## config.mk

```make
export PLATFORM = sky130hd
export DESIGN_NAME = fft_stage_sequencer_flat
export DESIGN_NICKNAME = d
export VERILOG_FILES = /design/src/rtl/fft_stage_sequencer_if.sv /design/src/rtl/fft_stage_sequencer.sv /design/src/flat_wrapper.sv
export SDC_FILE = /design/constraint.sdc
export NUM_CORES = 1
export LEC_CHECK = 0
export ABC_CLOCK_PERIOD_IN_PS = 1900
export CAP_MARGIN = 20
export CORE_MARGIN = 3
export CORE_UTILIZATION = 27
export CTS_BUF_LIST = sky130_fd_sc_hd__clkbuf_8
export DETAILED_ROUTE_END_ITERATION = 10
export GPL_TIMING_DRIVEN = 0
export PLACE_DENSITY = 0.45
export SLEW_MARGIN = 20
export SYNTH_ARGS = -nofsm -noshare
export SYNTH_HDL_FRONTEND = slang
export SYNTH_SLANG_ARGS = --single-unit
```

## constraint.sdc

```tcl
create_clock -name clk -period 1.9 [get_ports clk]
set_input_delay 0.285 -clock clk [delete_from_list [all_inputs] [get_ports clk]]
set_output_delay 0.285 -clock clk [all_outputs]
set_load 0.02 [all_outputs]
```

## src/rtl/fft_stage_sequencer_if.sv

```systemverilog
// ---------------------------------------------------------------------------
// fft_stage_sequencer_if
// Handshake and mux-select bundle between an FFT controller (master) and the
// stage sequencer (slave).
//   start/inverse/en/abort : master -> sequencer control
//   busy/done              : sequencer status
//   sel_valid/sel_stage/sel_cnt : registered slot decode, one cycle after issue
//   m0_s..m3_s             : registered datapath mux selects for that slot
// ---------------------------------------------------------------------------
interface fft_stage_sequencer_if #(
  parameter int CNT_W = 3,
  parameter int STG_W = 4
);
  logic             start;
  logic             inverse;
  logic             en;
  logic             abort;
  logic             busy;
  logic             done;
  logic             sel_valid;
  logic [STG_W-1:0] sel_stage;
  logic [CNT_W-1:0] sel_cnt;
  logic             m0_s;
  logic [1:0]       m1_s;
  logic             m2_s;
  logic             m3_s;

  modport master (
    output start, inverse, en, abort,
    input  busy, done, sel_valid, sel_stage, sel_cnt, m0_s, m1_s, m2_s, m3_s
  );

  modport slave (
    input  start, inverse, en, abort,
    output busy, done, sel_valid, sel_stage, sel_cnt, m0_s, m1_s, m2_s, m3_s
  );
endinterface

```

## src/rtl/fft_stage_sequencer.sv

```systemverilog
// ---------------------------------------------------------------------------
// fft_stage_sequencer
// Control sequencer for an iterative radix-2 FFT of 2^NUMSTAGES points.
// Walks NUMSTAGES stages of 2^CNT_W butterfly slots, issuing one slot per
// RUN cycle with en=1, and registers the slot decode (stage, counter and the
// m0..m3 datapath selects) one cycle after issue.
// Ports:
//   clk   : rising-edge clock
//   rst_n : asynchronous active-low reset
//   bus   : slave side of fft_stage_sequencer_if (start/inverse/en/abort in;
//           busy/done/sel_* and m0_s..m3_s out, all registered)
// ---------------------------------------------------------------------------
module fft_stage_sequencer #(
  parameter int NUMSTAGES = 5,
  parameter int CNT_W     = NUMSTAGES - 2,
  parameter int STG_W     = 4
) (
  input logic                  clk,
  input logic                  rst_n,
  fft_stage_sequencer_if.slave bus
);

  typedef enum logic [1:0] {
    S_IDLE = 2'd0,
    S_RUN  = 2'd1,
    S_DONE = 2'd2
  } state_t;

  localparam logic [STG_W-1:0] LAST_STAGE = STG_W'(NUMSTAGES - 1);
  localparam logic [STG_W-1:0] M3_STAGE   = STG_W'(NUMSTAGES - 2);
  localparam logic [STG_W-1:0] CNT_W_STG  = STG_W'(CNT_W);

  state_t           r_state;
  logic [STG_W-1:0] r_stage;
  logic [CNT_W-1:0] r_cnt;
  logic             r_inv;
  logic             r_busy;
  logic             r_done;
  logic             r_sel_valid;
  logic [STG_W-1:0] r_sel_stage;
  logic [CNT_W-1:0] r_sel_cnt;
  logic             r_m0;
  logic [1:0]       r_m1;
  logic             r_m2;
  logic             r_m3;

  logic             w_issue;
  logic             w_cnt_last;
  logic             w_stage_last;
  logic [3:0]       w_dec;
  logic             w_m0;

  // Decode of slot (s, c) into {m1[1:0], m2, m3}. The field F is the top s
  // bits of the counter, obtained by right-shifting away the low CNT_W-s bits.
  // For the first and last stages the shift amount is irrelevant because
  // those stages ignore F.
  function automatic logic [3:0] decode_slot(input logic [STG_W-1:0] s,
                                             input logic [CNT_W-1:0] c);
    logic [CNT_W-1:0] f;
    logic [1:0]       m1;
    logic             m2;
    logic             m3;
    f = c >> (CNT_W_STG - s);
    if (s == {STG_W{1'b0}}) begin
      m1 = 2'b11;
      m2 = 1'b0;
    end else if (s == LAST_STAGE) begin
      m1 = 2'b00;
      m2 = 1'b1;
    end else if (f == {CNT_W{1'b0}}) begin
      m1 = 2'b00;
      m2 = 1'b1;
    end else if (f[0]) begin
      m1 = 2'b01;
      m2 = 1'b0;
    end else begin
      m1 = 2'b10;
      m2 = 1'b1;
    end
    m3 = (s >= M3_STAGE);
    return {m1, m2, m3};
  endfunction

  // A slot issues on every enabled RUN cycle; an abort in the same cycle does
  // not cancel it, it only stops further issue.
  assign w_issue      = (r_state == S_RUN) && bus.en;
  assign w_cnt_last   = (r_cnt == {CNT_W{1'b1}});
  assign w_stage_last = (r_stage == LAST_STAGE);
  assign w_dec        = decode_slot(r_stage, r_cnt);
  // Conjugate/bypass is only applied on the first and last stages.
  assign w_m0         = r_inv && ((r_stage == {STG_W{1'b0}}) || w_stage_last);

  // Stage FSM, butterfly counter and all registered outputs.
  always_ff @(posedge clk or negedge rst_n) begin
    if (!rst_n) begin
      r_state     <= S_IDLE;
      r_stage     <= {STG_W{1'b0}};
      r_cnt       <= {CNT_W{1'b0}};
      r_inv       <= 1'b0;
      r_busy      <= 1'b0;
      r_done      <= 1'b0;
      r_sel_valid <= 1'b0;
      r_sel_stage <= {STG_W{1'b0}};
      r_sel_cnt   <= {CNT_W{1'b0}};
      r_m0        <= 1'b0;
      r_m1        <= 2'b00;
      r_m2        <= 1'b0;
      r_m3        <= 1'b0;
    end else begin
      // Slot decode pipeline: selects hold their last value when idle.
      r_sel_valid <= w_issue;
      if (w_issue) begin
        r_sel_stage <= r_stage;
        r_sel_cnt   <= r_cnt;
        r_m0        <= w_m0;
        r_m1        <= w_dec[3:2];
        r_m2        <= w_dec[1];
        r_m3        <= w_dec[0];
      end

      if (bus.abort) begin
        // Abort wins over start and suppresses the done pulse.
        r_state <= S_IDLE;
        r_stage <= {STG_W{1'b0}};
        r_cnt   <= {CNT_W{1'b0}};
        r_busy  <= 1'b0;
        r_done  <= 1'b0;
      end else begin
        case (r_state)
          S_IDLE: begin
            r_done <= 1'b0;
            if (bus.start) begin
              r_state <= S_RUN;
              r_stage <= {STG_W{1'b0}};
              r_cnt   <= {CNT_W{1'b0}};
              r_inv   <= bus.inverse;
              r_busy  <= 1'b1;
            end else begin
              r_busy  <= 1'b0;
            end
          end
          S_RUN: begin
            if (bus.en) begin
              if (w_cnt_last) begin
                r_cnt <= {CNT_W{1'b0}};
                if (w_stage_last) begin
                  // done lands together with the last slot's sel_valid.
                  r_state <= S_DONE;
                  r_stage <= {STG_W{1'b0}};
                  r_busy  <= 1'b0;
                  r_done  <= 1'b1;
                end else begin
                  r_stage <= r_stage + {{(STG_W-1){1'b0}}, 1'b1};
                end
              end else begin
                r_cnt <= r_cnt + {{(CNT_W-1){1'b0}}, 1'b1};
              end
            end
          end
          S_DONE: begin
            r_state <= S_IDLE;
            r_busy  <= 1'b0;
            r_done  <= 1'b0;
          end
          default: begin
            r_state <= S_IDLE;
            r_stage <= {STG_W{1'b0}};
            r_cnt   <= {CNT_W{1'b0}};
            r_busy  <= 1'b0;
            r_done  <= 1'b0;
          end
        endcase
      end
    end
  end

  assign bus.busy      = r_busy;
  assign bus.done      = r_done;
  assign bus.sel_valid = r_sel_valid;
  assign bus.sel_stage = r_sel_stage;
  assign bus.sel_cnt   = r_sel_cnt;
  assign bus.m0_s      = r_m0;
  assign bus.m1_s      = r_m1;
  assign bus.m2_s      = r_m2;
  assign bus.m3_s      = r_m3;

endmodule
```

## src/flat_wrapper.sv

```systemverilog
// flat-port wrapper written by rule: the top's interface ports become plain ports
module fft_stage_sequencer_flat 
#(
  parameter int NUMSTAGES = 5,
  parameter int CNT_W     = NUMSTAGES - 2,
  parameter int STG_W     = 4
)
  (clk, rst_n, bus_start, bus_inverse, bus_en, bus_abort, bus_busy, bus_done, bus_sel_valid, bus_sel_stage, bus_sel_cnt, bus_m0_s, bus_m1_s, bus_m2_s, bus_m3_s);
  fft_stage_sequencer_if #(.CNT_W(CNT_W), .STG_W(STG_W)) bus_i ();
  input logic clk;
  input logic rst_n;
  input wire logic [$bits(bus_i.start)-1:0] bus_start;
  input wire logic [$bits(bus_i.inverse)-1:0] bus_inverse;
  input wire logic [$bits(bus_i.en)-1:0] bus_en;
  input wire logic [$bits(bus_i.abort)-1:0] bus_abort;
  output wire logic [$bits(bus_i.busy)-1:0] bus_busy;
  output wire logic [$bits(bus_i.done)-1:0] bus_done;
  output wire logic [$bits(bus_i.sel_valid)-1:0] bus_sel_valid;
  output wire logic [$bits(bus_i.sel_stage)-1:0] bus_sel_stage;
  output wire logic [$bits(bus_i.sel_cnt)-1:0] bus_sel_cnt;
  output wire logic [$bits(bus_i.m0_s)-1:0] bus_m0_s;
  output wire logic [$bits(bus_i.m1_s)-1:0] bus_m1_s;
  output wire logic [$bits(bus_i.m2_s)-1:0] bus_m2_s;
  output wire logic [$bits(bus_i.m3_s)-1:0] bus_m3_s;
  assign bus_i.start = bus_start;
  assign bus_i.inverse = bus_inverse;
  assign bus_i.en = bus_en;
  assign bus_i.abort = bus_abort;
  assign bus_busy = bus_i.busy;
  assign bus_done = bus_i.done;
  assign bus_sel_valid = bus_i.sel_valid;
  assign bus_sel_stage = bus_i.sel_stage;
  assign bus_sel_cnt = bus_i.sel_cnt;
  assign bus_m0_s = bus_i.m0_s;
  assign bus_m1_s = bus_i.m1_s;
  assign bus_m2_s = bus_i.m2_s;
  assign bus_m3_s = bus_i.m3_s;
  fft_stage_sequencer #(.NUMSTAGES(NUMSTAGES), .CNT_W(CNT_W), .STG_W(STG_W)) u_core (.clk(clk), .rst_n(rst_n), .bus(bus_i));
endmodule
```

==> out/metrics.cfg <==
[yosys]
seq_area_frac_synth_pct=51.9
ys_types=33
synth_seq_cells=25
netlist_area_um2=1210
avgSynthCellArea_um2=10.4
synth_edf_count=0
ys.flop_type=dfrtp_1
synth_warnings=0
synth.net_count=128
async_flop_share_pct=100
netlist_instances=116

[clocking]
clk_pin_slew_worst_paths_ns=0.09
cts_sinks=25
clkLatencyLatePin_ns=0.26
post-cts-setup-buffer-count=0
cts_tree=built
h-tree-depth=1
cts_buffer_depth=2
cts_buffers=3
root_buffer=clkbuf_8

[layout]
post-route-util_pct=36.6
regArea_um2=627
drive_gt1_share_pct=9.29
multiInputGateArea_um2=543
final_nets=153
syn_to_final_growth_pct=25.8
fin_cells=190
antenna_cells=0
final.fill_count=429

[timing]
setup_tns_ns=0
rsz0062_at_grt=false
slew_viol_final=0
slew-limit-headroom_pct=61.1
finalSetupViolCount=0
finalHoldViolCount=0
fmax_mhz=580
finalCriticalPeriod_ns=1.72
fin_crit_sh_pct=90.8
holdWs_ns=0.00591
worstMarginPinSlew_ns=0.584
fin_worst_skew_ns=0.00111

[critical_path]
worstPathCellList=ha_1 > ha_1 > nand2_1 > a2bb2oi_1 > or2_1 > a32o_1
cp-start-kind=register
end_kind=register
rrSetupSlack_ns=0.18
path_class=register to register
cp_slowest_stage_delay_ns=0.45
r2r-start=u_core.r_cnt[0]$_DFFE_PN0P_
r2r_cells=6
cp_data_required_time_ns=2.06
r2r-end=u_core.r_stage[2]$_DFFE_PN0P_
crit_slowest_cell=dfrtp_1
crit_top_cell=ha_1
arrival_ns=1.88
critical_path.max_fanout=5

[place]
io_buffers=20
placed_cells_incl_taps=186
place.gp.congestion=0.779
dp.final_hpwl_um=1960

[floorplan]
core_um2=4140
initial_core_util_pct=29.1
ios=21
die_w_um=72.8
rows=23
fp.dieH_um=72.8
die-area_um2=5300

[detailed_routing]
drc_errors=0
via_per_inst=4.63
first_pass_iters=4
drt.antenna.violating_nets=0
drtIter0Drc=26
routed_wl_um=2520
wl_per_cell_um=13.3
via_count=879

[grt]
grt_pass1_vias=926
grt_antenna_before_repair=0
grt_pass1_wl_um=4390
grt_max_degree=26
overflow=0
grt_usage_pct=10.8

[min_path]
min_path_type=input port to asynchronous set/reset pin

[run]
cap_viol_max_count=0

[outcome]
status=finished, final reports clean

[power]
ir_drop_v=0.000253
powerDensity_nw_per_um2=749
p_leak_nw=0.654

## per-stage QoR
stage / area (um^2) / total power [mW] / worst slack (ns)
6_report: 1520 / 1.14 / 0.176
5_1_grt: 1520 / 1.20 / 0.00899
4_1_cts: 1510 / 1.15 / 0.0873
3_5_place_dp: 1460 / 0.836 / 0.0587
3_3_place_gp: 1470 / 0.834 / 0.0696
2_1_floorplan: 1210 / 0.728 / 0.252
## cells by family after synthesis
logic type	count (synthesis)	share of synthesized area (%)
simple gates	41	16.3
compound gates	27	16.3
flops	25	51.9
buf+inv	11	3.74
mux	6	5.60
fa+ha+maj	6	6.22
## layout make-up
class / count / share of cell area, %
Buffer: 3 / 0.989
Clock buffer: 3 / 2.72
Clock inverter: 1 / 0.247
Inverter: 8 / 1.98
Multi-Input combinational cell: 80 / 35.8
Sequential cell: 25 / 41.3
Tap cell: 50 / 4.12
Timing Repair Buffer: 20 / 12.9
## cells in the final DEF, fill, tap and decap left out, drive strengths merged, types with 2 or more instances in the layout
cell type,Yosys,routed
a21oi,4,4
a2bb2oi,2,2
a31oi,2,2
a32o,3,3
buf,1,2
clkbuf,2,5
clkdlybuf4s50,0,19
dfrtp,25,25
ha,6,6
inv,8,9
mux2,3,3
mux2i,3,3
nand2,15,15
nor2,12,12
nor2b,3,3
nor3,2,2
nor3b,3,3
o211ai,2,2
o21ai,8,8
o2bb2ai,2,2
## layer usage
| metal | vias to the layer above | wire, um | share of wire, % | track usage (%) |
|---|---|---|---|---|
| met2 | 13 | 1180 | 47 | 17.7 |
| met5 | - | 0 | 0 | 0 |
| met1 | 412 | 1230 | 49 | 14.1 |
| met3 | 2 | 97 | 3.9 | 1.79 |
| met4 | 0 | 19 | 0.75 | 4.30 |
| li1 | 452 | - | - | - |
## worst max-delay path, delay by kind of cell, from the launching register on
family	cells	cell delay, ns
AO/OA/AOI/OAI	2	0.36
AND/OR/NAND/NOR	2	0.37
flip-flops	1	0.45
adder cells (fa/ha/maj)	2	0.44
## cell usage after synthesis (3+ instances only)
library cell,count,area (um^2)
a21oi_1,3,15.0
inv_1,8,30.0
a32o_1,3,30.0
nand2_1,15,56.3
mux2i_1,3,30.0
dfrtp_1,25,626
nor2_1,12,45.0
ha_1,6,75.1
o21ai_0,8,40.0
nor2b_1,3,18.8
## repair_timing
action,CTS,global route
resized for setup,0,3
hold buffers,0,0
endpoints found under the setup margin,0,2
## sequential cells by signal, indices dropped and copies added (netlist names)
signal,cells
u_core.bus.busy,1
u_core.bus.done,1
u_core.bus.m0_s,1
u_core.bus.m1_s,2
u_core.bus.m2_s,1
u_core.bus.m3_s,1
u_core.bus.sel_cnt,3
u_core.bus.sel_stage,4
u_core.bus.sel_valid,1
u_core.r_cnt,3
u_core.r_inv,1
u_core.r_stage,4
u_core.r_state,2
## power by group
group	switching (mW)	total [mW]	internal (mW)	leakage [nW]
Sequential	0.0243	0.597	0.572	0.327
Combinational	0.118	0.224	0.106	0.300
Clock	0.171	0.316	0.145	0.0269
## worst max path at each step
stage	startpoint	end	slack [ns]	depth (start not counted)
after global routing	u_core.r_cnt[0]$_DFFE_PN0P_	u_core.r_stage[2]$_DFFE_PN0P_	0.009	6
after floorplan	u_core.r_stage[2]$_DFFE_PN0P_	u_core.bus.m1_s[1]$_DFFE_PN0P_	0.25	6
after CTS	u_core.r_stage[2]$_DFFE_PN0P_	u_core.bus.m1_s[0]$_DFFE_PN0P_	0.09	6
after global placement	bus_start	u_core.r_cnt[0]$_DFFE_PN0P_	0.07	5
after detailed placement	bus_start	u_core.r_cnt[0]$_DFFE_PN0P_	0.06	5
final	u_core.r_cnt[0]$_DFFE_PN0P_	u_core.r_stage[2]$_DFFE_PN0P_	0.18	6
(Power assumes the default switching activity.)
